==> src/rtl/sdram_pkg.sv <==
// Shared encodings and default geometry for the SDRAM-side RAM port logic.
package sdram_pkg;

  localparam int DEF_AW = 10;
  localparam int DEF_DW = 32;
  localparam int DEF_BW = 4;

  typedef enum logic [2:0] {
    ST_CLEAR = 3'd0,
    ST_IDLE  = 3'd1,
    ST_ISSUE = 3'd2,
    ST_WAIT  = 3'd3,
    ST_ACK   = 3'd4
  } state_t;

endpackage

==> src/rtl/rr_arb2.sv <==
// Two-way round-robin grant; the pointer
// moves on every grant it issues.
module rr_arb2 (
  input  logic       i_clk,
  input  logic       i_rst,
  input  logic       i_en,
  input  logic [1:0] i_req,
  output logic [1:0] o_gnt
);

  // 1 means r1 was granted last, so r0 wins a tie
  logic r_last;

  always_comb begin
    o_gnt = 2'b00;
    if (i_en) begin
      unique case (1'b1)
        (i_req == 2'b11): o_gnt = r_last ? 2'b01 : 2'b10;
        default:          o_gnt = i_req;
      endcase
    end
  end

  always_ff @(posedge i_clk) begin
    if (i_rst)
      r_last <= 1'b1;
    else if (|o_gnt)
      r_last <= o_gnt[1];
  end

endmodule

==> src/rtl/dpram_port_arbiter.sv <==
// Shares RAM port A between two req/ack requesters;
// zero-fills the RAM after every reset.
module dpram_port_arbiter
  import sdram_pkg::*;
#(
  parameter int AW = DEF_AW,
  parameter int DW = DEF_DW,
  parameter int BW = DEF_BW
) (
  input  logic          clock,
  input  logic          reset,
  input  logic          r0_req,
  input  logic          r0_we,
  input  logic [BW-1:0] r0_be,
  input  logic [AW-1:0] r0_addr,
  input  logic [DW-1:0] r0_wdat,
  output logic          r0_ack,
  output logic [DW-1:0] r0_rdat,
  input  logic          r1_req,
  input  logic          r1_we,
  input  logic [BW-1:0] r1_be,
  input  logic [AW-1:0] r1_addr,
  input  logic [DW-1:0] r1_wdat,
  output logic          r1_ack,
  output logic [DW-1:0] r1_rdat,
  output logic          ram_wren,
  output logic [BW-1:0] ram_byteena,
  output logic [AW-1:0] ram_address,
  output logic [DW-1:0] ram_data,
  input  logic [DW-1:0] ram_q,
  output logic          clr_busy
);

  state_t        r_state;
  logic [AW:0]   r_cnt;
  logic          r_clr_busy;
  logic          r_wren;
  logic [BW-1:0] r_be;
  logic [AW-1:0] r_addr;
  logic [DW-1:0] r_data;
  logic          r_sel;
  logic          r_is_rd;
  logic          r_ack0;
  logic          r_ack1;
  logic [DW-1:0] r_rdat0;
  logic [DW-1:0] r_rdat1;
  logic [1:0]    w_gnt;
  logic          w_pick1;

  rr_arb2 u_arb (
    .i_clk (clock),
    .i_rst (reset),
    .i_en  (r_state == ST_IDLE),
    .i_req ({r1_req, r0_req}),
    .o_gnt (w_gnt)
  );

  assign w_pick1 = w_gnt[1];

  always_ff @(posedge clock) begin
    if (reset) begin
      r_state    <= ST_CLEAR;
      r_cnt      <= '0;
      r_clr_busy <= 1'b1;
      r_wren     <= 1'b0;
      r_be       <= '0;
      r_addr     <= '0;
      r_data     <= '0;
      r_sel      <= 1'b0;
      r_is_rd    <= 1'b0;
      r_ack0     <= 1'b0;
      r_ack1     <= 1'b0;
      r_rdat0    <= '0;
      r_rdat1    <= '0;
    end else begin
      r_ack0 <= 1'b0;
      r_ack1 <= 1'b0;
      unique case (r_state)
        ST_CLEAR: begin
          // counter MSB set: the last word was driven last cycle
          if (r_cnt[AW]) begin
            r_wren     <= 1'b0;
            r_clr_busy <= 1'b0;
            r_state    <= ST_IDLE;
          end else begin
            r_wren <= 1'b1;
            r_be   <= '1;
            r_data <= '0;
            r_addr <= r_cnt[AW-1:0];
            r_cnt  <= r_cnt + 1'b1;
          end
        end
        ST_IDLE: begin
          if (|w_gnt) begin
            r_sel   <= w_pick1;
            r_wren  <= w_pick1 ? r1_we : r0_we;
            r_is_rd <= w_pick1 ? ~r1_we : ~r0_we;
            r_be    <= w_pick1 ? r1_be : r0_be;
            r_addr  <= w_pick1 ? r1_addr : r0_addr;
            r_data  <= w_pick1 ? r1_wdat : r0_wdat;
            r_state <= ST_ISSUE;
          end
        end
        ST_ISSUE: begin
          r_wren  <= 1'b0;
          r_state <= ST_WAIT;
        end
        ST_WAIT: begin
          if (r_is_rd) begin
            if (r_sel) r_rdat1 <= ram_q;
            else       r_rdat0 <= ram_q;
          end
          r_ack0  <= ~r_sel;
          r_ack1  <= r_sel;
          r_state <= ST_ACK;
        end
        ST_ACK: r_state <= ST_IDLE;
        default: r_state <= ST_CLEAR;
      endcase
    end
  end

  assign r0_ack      = r_ack0;
  assign r1_ack      = r_ack1;
  assign r0_rdat     = r_rdat0;
  assign r1_rdat     = r_rdat1;
  assign ram_wren    = r_wren;
  assign ram_byteena = r_be;
  assign ram_address = r_addr;
  assign ram_data    = r_data;
  assign clr_busy    = r_clr_busy;

endmodule

==> config.mk <==
export PLATFORM = sky130hd
export DESIGN_NAME = dpram_port_arbiter
export DESIGN_NICKNAME = d
export VERILOG_FILES = /design/src/rtl/sdram_pkg.sv /design/src/rtl/rr_arb2.sv /design/src/rtl/dpram_port_arbiter.sv
export SDC_FILE = /design/constraint.sdc
export NUM_CORES = 1
export LEC_CHECK = 0
export CAP_MARGIN = 20
export CORE_MARGIN = 10
export CORE_UTILIZATION = 46
export CTS_BUF_LIST = sky130_fd_sc_hd__clkbuf_2
export CTS_CLUSTER_SIZE = 8
export DETAILED_ROUTE_END_ITERATION = 8
export PLACE_DENSITY = 0.93
export SKIP_CTS_REPAIR_TIMING = 1
export SLEW_MARGIN = 20
export SYNTH_ARGS = -nofsm -noshare
export SYNTH_HDL_FRONTEND = slang
export SYNTH_SLANG_ARGS = --single-unit
==> constraint.sdc <==
create_clock -name clock -period 3.35 [get_ports clock]
set_input_delay 0.5025 -clock clock [delete_from_list [all_inputs] [get_ports clock]]
set_output_delay 0.5025 -clock clock [all_outputs]
set_load 0.03 [all_outputs]
---- Word-level counts from Yosys, hierarchy flattened ----
Cells that the tools add are included.
cells by class
  add/sub/neg operators ................... 1
  eq/ne operators ......................... 8
  multiplexer cells ....................... 24
  bitwise operators ....................... 5
  reduce and logical (&&, ||, !) cells .... 13
operator list
  operator                                        number
  2-to-1 mux 32 bit                               3
  case mux 32 bit (2 select lines)                1
  2-to-1 mux 10 bit                               3
  case mux 10 bit (2 select lines)                1
  case mux 3 bit (5 select lines)                 1
  2-to-1 mux 4 bit                                3
  adder 11 x 1 -> 11 bit (second input constant)  1
  2-to-1 mux 11 bit                               1
  AND reduction 2 bit                             5
  AND reduction 3 bit                             3
  case mux 4 bit (2 select lines)                 1
  == test 3 x 2 -> 1 bit (second input constant)  2
  2-to-1 mux 2 bit                                3
  2-to-1 mux 3 bit                                2
  inequality test 2 bit (second input constant)   3
  NOT 1 bit                                       5
  2-to-1 mux 1 bit                                4
  OR reduction 2 bit                              2
  == test 3 x 1 -> 1 bit (second input constant)  1
  == test 3 bit (second input constant)           1
  logical NOT 3 bit                               1
  case mux 1 bit (3 select lines)                 1
  nonzero test 3 bit                              1
  == test 2 bit (second input constant)           1
  nonzero test 2 bit                              1
storage, ports and cells
  register bits after elaboration ......... 131
  input port bits ......................... 130
  output and inout bits ................... 114
  word-level logic and storage cells ...... 66

---- Longest topological paths before layout ----
  depth after elaboration ................. 6
  mapped depth ............................ 7
  depth with buffers taken out ............ 5

---- Modules after synthesis ----
From an unflattened synthesis, not the netlist that was laid out.
second synthesis, totals
  cells, all modules ...................... 636
  area, all modules ....................... 5848.1 um^2
by module, submodules not included
  module              instances  cells each  area each (um^2)  sequential area each (um^2)
  dpram_port_arbiter  1          628         5789.3            2602.5
  rr_arb2             1          8           58.8              20.0

---- Worst setup path before layout ----
No wires, ideal clock.
  path kind ............................... input to register
  start point ............................. input port r1_req
  end point ............................... register r_wren (netlist: ram_wren)
  library setup time ...................... 131 ps
  data arrival time ....................... 1552 ps
  required time ........................... 3219 ps
  path slack .............................. 1667 ps
  cell stages on the path ................. 5
  buffers on the path ..................... 1
  path through ............................ a21boi_0 buf_2 mux2_2 a221oi_1 nor3_1
on the way
  longest elaborated chain between the ends .. 6
  elaborated cells between the ends (all ways) .. 9
  classes of those cells .................. eq/ne: 2; mux: 5; reduce/logical: 2
ends and longest elaborated chain
  element                                                                 line                                                text
  start: declaration                                                      dpram_port_arbiter.sv:19                            input logic r1_req,
  == test 2 bit                                                           rr_arb2.sv:18                                       (i_req == 2'b11): o_gnt = r_last ? 2'b01 : 2'b10;
  2-to-1 mux 2 bit *                                                      rr_arb2.sv:17                                       unique case (1'b1)
  2-to-1 mux 2 bit *                                                      rr_arb2.sv:16                                       if (i_en) begin
  2-to-1 mux 1 bit or OR reduction 2 bit (tied branches)                  dpram_port_arbiter.sv:96, dpram_port_arbiter.sv:94
  2-to-1 mux 1 bit or inequality test 2 bit (tied branches)               n/a
  case mux 1 bit (3 select lines) or AND reduction 2 bit (tied branches)  n/a
  end signal: assignment                                                  dpram_port_arbiter.sv:96                            r_wren <= w_pick1 ? r1_we : r0_we;
  end: declaration                                                        dpram_port_arbiter.sv:37                            logic r_wren;
Every way passes the cells marked *; elsewhere a longest branch is shown, timed or not. The select of a mux whose other input is x is not followed.
A chain may end at the register's enable or synchronous reset.

---- Final worst setup path ----
  start point ............................. register r_rdat0[23] (netlist: r0_rdat[23])
  end point ............................... output port r0_rdat[23]
RTL lines
  element                   line                       text
  start: declaration        dpram_port_arbiter.sv:45   logic [DW-1:0] r_rdat0;
  start signal: assignment  dpram_port_arbiter.sv:111  else r_rdat0 <= ram_q;
  end: declaration          dpram_port_arbiter.sv:18   output logic [DW-1:0] r0_rdat,
No word-level cell between the ends.

==> impl_metrics.py <==
metrics = {
    "floorplanning": {
        "core_um2": 10940,
        "boundaryPins": 244,
        "die_width_um": 126.0,
        "num_rows": 38,
        "initial_core_util_pct": 47.28,
        "die_height_um": 126.0,
        "dieArea_um2": 15880,
    },
    "routing": {
        "drtAntennaViolNets": 0,
        "viasPerCell": 5.319,
        "wirelength_mm": 18.15,
        "first_pass_iters": 5,
        "first_iter_violations": 329,
        "drc": 0,
        "vias": 5101,
        "wl_per_cell_um": 18.93,
    },
    "critical_path": {
        "timing.rr.start": "r_state[0]",
        "crit_path_end_kind": "output pin",
        "critPathKind": "register to output pin",
        "cp-endpoint": "r0_rdat[23]",
        "crit_arrival_ps": 1820,
        "cp-start-kind": "register",
        "cp.depth": 1,
        "reg2reg_depth": 5,
        "r2r_slack_ps": 1050,
        "crit_path_top_delay_cell": "clkdlybuf4s50_1",
        "cp-startpoint": "r0_rdat[23]",
        "path_max_fanout": 2,
        "path_delay_family": "buffers and inverters",
        "cpPeakStageDelay_ps": 750,
        "path_buf_inv": 1,
        "reg2reg_to": "ram_data[17]",
        "crit_required_ps": 2850,
        "crit_chain": "clkdlybuf4s50_1",
    },
    "outcome": {
        "outcome": "finished, final reports clean",
    },
    "synth": {
        "synth_cells": 579,
        "synth.distinct_cells": 43,
        "synth_nets": 710,
        "synth_top_cell_area_share_pct": 50.73,
        "yosysSeqAreaShare_pct": 50.73,
        "synth_edf_count": 0,
        "synth.most_common_cell": "nand2_1",
        "ys_top_cells_by_count": "nand2_1 (148), dfxtp_1 (131), a21oi_1 (77)",
        "synth_area_leaders": "dfxtp_1 (51%), nand2_1 (11%), mux2i_1 (9.3%)",
        "yosysTopAreaCell": "dfxtp_1",
        "async_flop_share_pct": 0,
        "syn_avg_cell_area_um2": 8.929,
        "ys.flop_type": "dfxtp_1",
        "yosys_warnings": 0,
        "synth_seq_cells": 131,
        "synth_area_um2": 5170,
    },
    "clock_network": {
        "cts_htree_levels": 4,
        "clockBufferDepth": 2,
        "cts_root_buf": "clkbuf_2",
        "tritoncts": "built",
        "cts_buffers": 17,
        "clk_pin_slew_ps": 200,
        "clk_latency_ps": 660,
        "cts.sinks": 131,
    },
    "worst_hold_path": {
        "worstHoldPathType": "primary input to register",
    },
    "placed_design": {
        "place_congestion": 0.8683,
        "placement.io_buffers": 243,
        "placed_cells": 927,
        "hpwl_mm": 13.81,
    },
    "global_route": {
        "antenna_found_initial": 0,
        "grt_overflow": 0,
        "grtUsageTotal_pct": 21.74,
        "grt_max_degree": 89,
        "grt_pass1_vias": 5128,
        "grt_pass1_wl_mm": 28.16,
    },
    "sta": {
        "fmax_mhz": 431.2,
        "worst_pin_slew_ps": 904.5,
        "setup_violations": 0,
        "slew_headroom_pct": 39.70,
        "hold_viol": 0,
        "slew_viol_final": 0,
        "tns_ps": 0,
        "whs_ps": 162.2,
        "period_needed_ps": 2319,
        "skew_ps": 28.66,
        "grt_setup_unrepaired": "false",
        "post-route-period-util_pct": 69.23,
    },
    "layout": {
        "n_fill_cell": 792,
        "seq_area_um2": 2623,
        "drive_gt1_share_pct": 6.227,
        "syn_to_final_growth_pct": 52.90,
        "multi_input_area_um2": 2325,
        "instances_no_fill": 959,
        "fin_nets": 937,
        "diodes": 0,
    },
    "pwr": {
        "irDropWorstVdd_uv": 231.5,
        "leakage_nw": 2.903,
        "powerDensity_nw_per_um2": 358.4,
    },
    "run": {
        "maxCapViolations": 0,
    },
}
## layer usage
layer,up-vias,track usage [%],wire (µm)
li1,2442,-,-
met5,-,0,0
met2,234,35.57,8685
met3,30,10.23,2151
met4,0,7.502,364
met1,2395,24.36,6948
## registers in the layout, indices dropped and copies added, names as in the netlist, 3 cells and up
signal and count:
ram_byteena 4, r1_rdat 32, r_state 3, ram_data 32, r_cnt 11, ram_address 10
r0_rdat 32
## cell type report
cell class,count,area share (%)
inverters,8,0.3799
well taps,140,2.216
repair buffers,253,31.66
multi-input cells,395,29.41
clock buffers,17,1.076
clock inverters,15,2.089
flip-flops and latches,131,33.18
## layout by cell type, fill, tap and decap left out, types with 3 or more instances in the layout
cell	synthesis	final
xnor2_1	6	6
clkinv_1	0	3
nor2_1	26	24
clkinvlp_4	0	3
inv_1	8	8
nor3_1	7	7
mux2i_1	48	48
clkdlybuf4s50_1	0	242
a221oi_1	5	5
nand2_1	148	147
clkinv_2	0	3
o2bb2ai_1	32	32
buf_4	1	10
a21oi_1	77	77
clkbuf_2	1	17
dfxtp_1	131	131
bufinv_16	0	3
o21ai_0	3	3
a211o_1	10	10
## cells by family (layout without fill, tap and decap cells)
group / after synthesis / after routing / share of synthesized area, %
compound gates: 134 / 134 / 16.84
simple gates: 203 / 203 / 16.75
buf+inv: 53 / 293 / 4.574
xor+xnor: 8 / 8 / 1.355
mux: 49 / 49 / 9.511
flops: 131 / 131 / 50.73
fa+ha+maj: 1 / 1 / 0.2420
## worst register-to-register path, cell delays in order, from the launching register on
cell and delay (ps):
dfxtp_1 530, nor3b_2 430, nor2b_1 510, nand2b_1 250, buf_4 290, o2bb2ai_1 210
## per-stage QoR
stage / util, % / cell area [µm²] / worst slack [ps] / power [mW]
finish: 72.29 / 7905 / 1031 / 2.833
global placement: 70.00 / 7655 / 1011 / 1.856
global route: 72.29 / 7905 / 887.5 / 2.945
floorplan: - / 5170 / 1667 / 1.678
detailed placement: 70.00 / 7655 / 931.8 / 1.861
CTS: 72.29 / 7905 / 946.7 / 2.861
## worst min-delay path by stage
stage / from / end / cells past startpoint
after global routing: reset / ram_address[9] / 2
after floorplan: r_sel / r0_ack / 1
after global placement: clr_busy / clr_busy / 1
after CTS: reset / r_state[0] / 2
after detailed placement: clr_busy / clr_busy / 1
final: reset / r_state[0] / 2
## report_power, final
group / internal (mW) / switching, mW / total (mW)
Combinational: 0.168 / 0.0860 / 0.254
Clock: 0.408 / 0.595 / 1.00
Sequential: 1.57 / 0.00690 / 1.58
Total: 2.15 / 0.688 / 2.83
(Power assumes the default switching activity.)
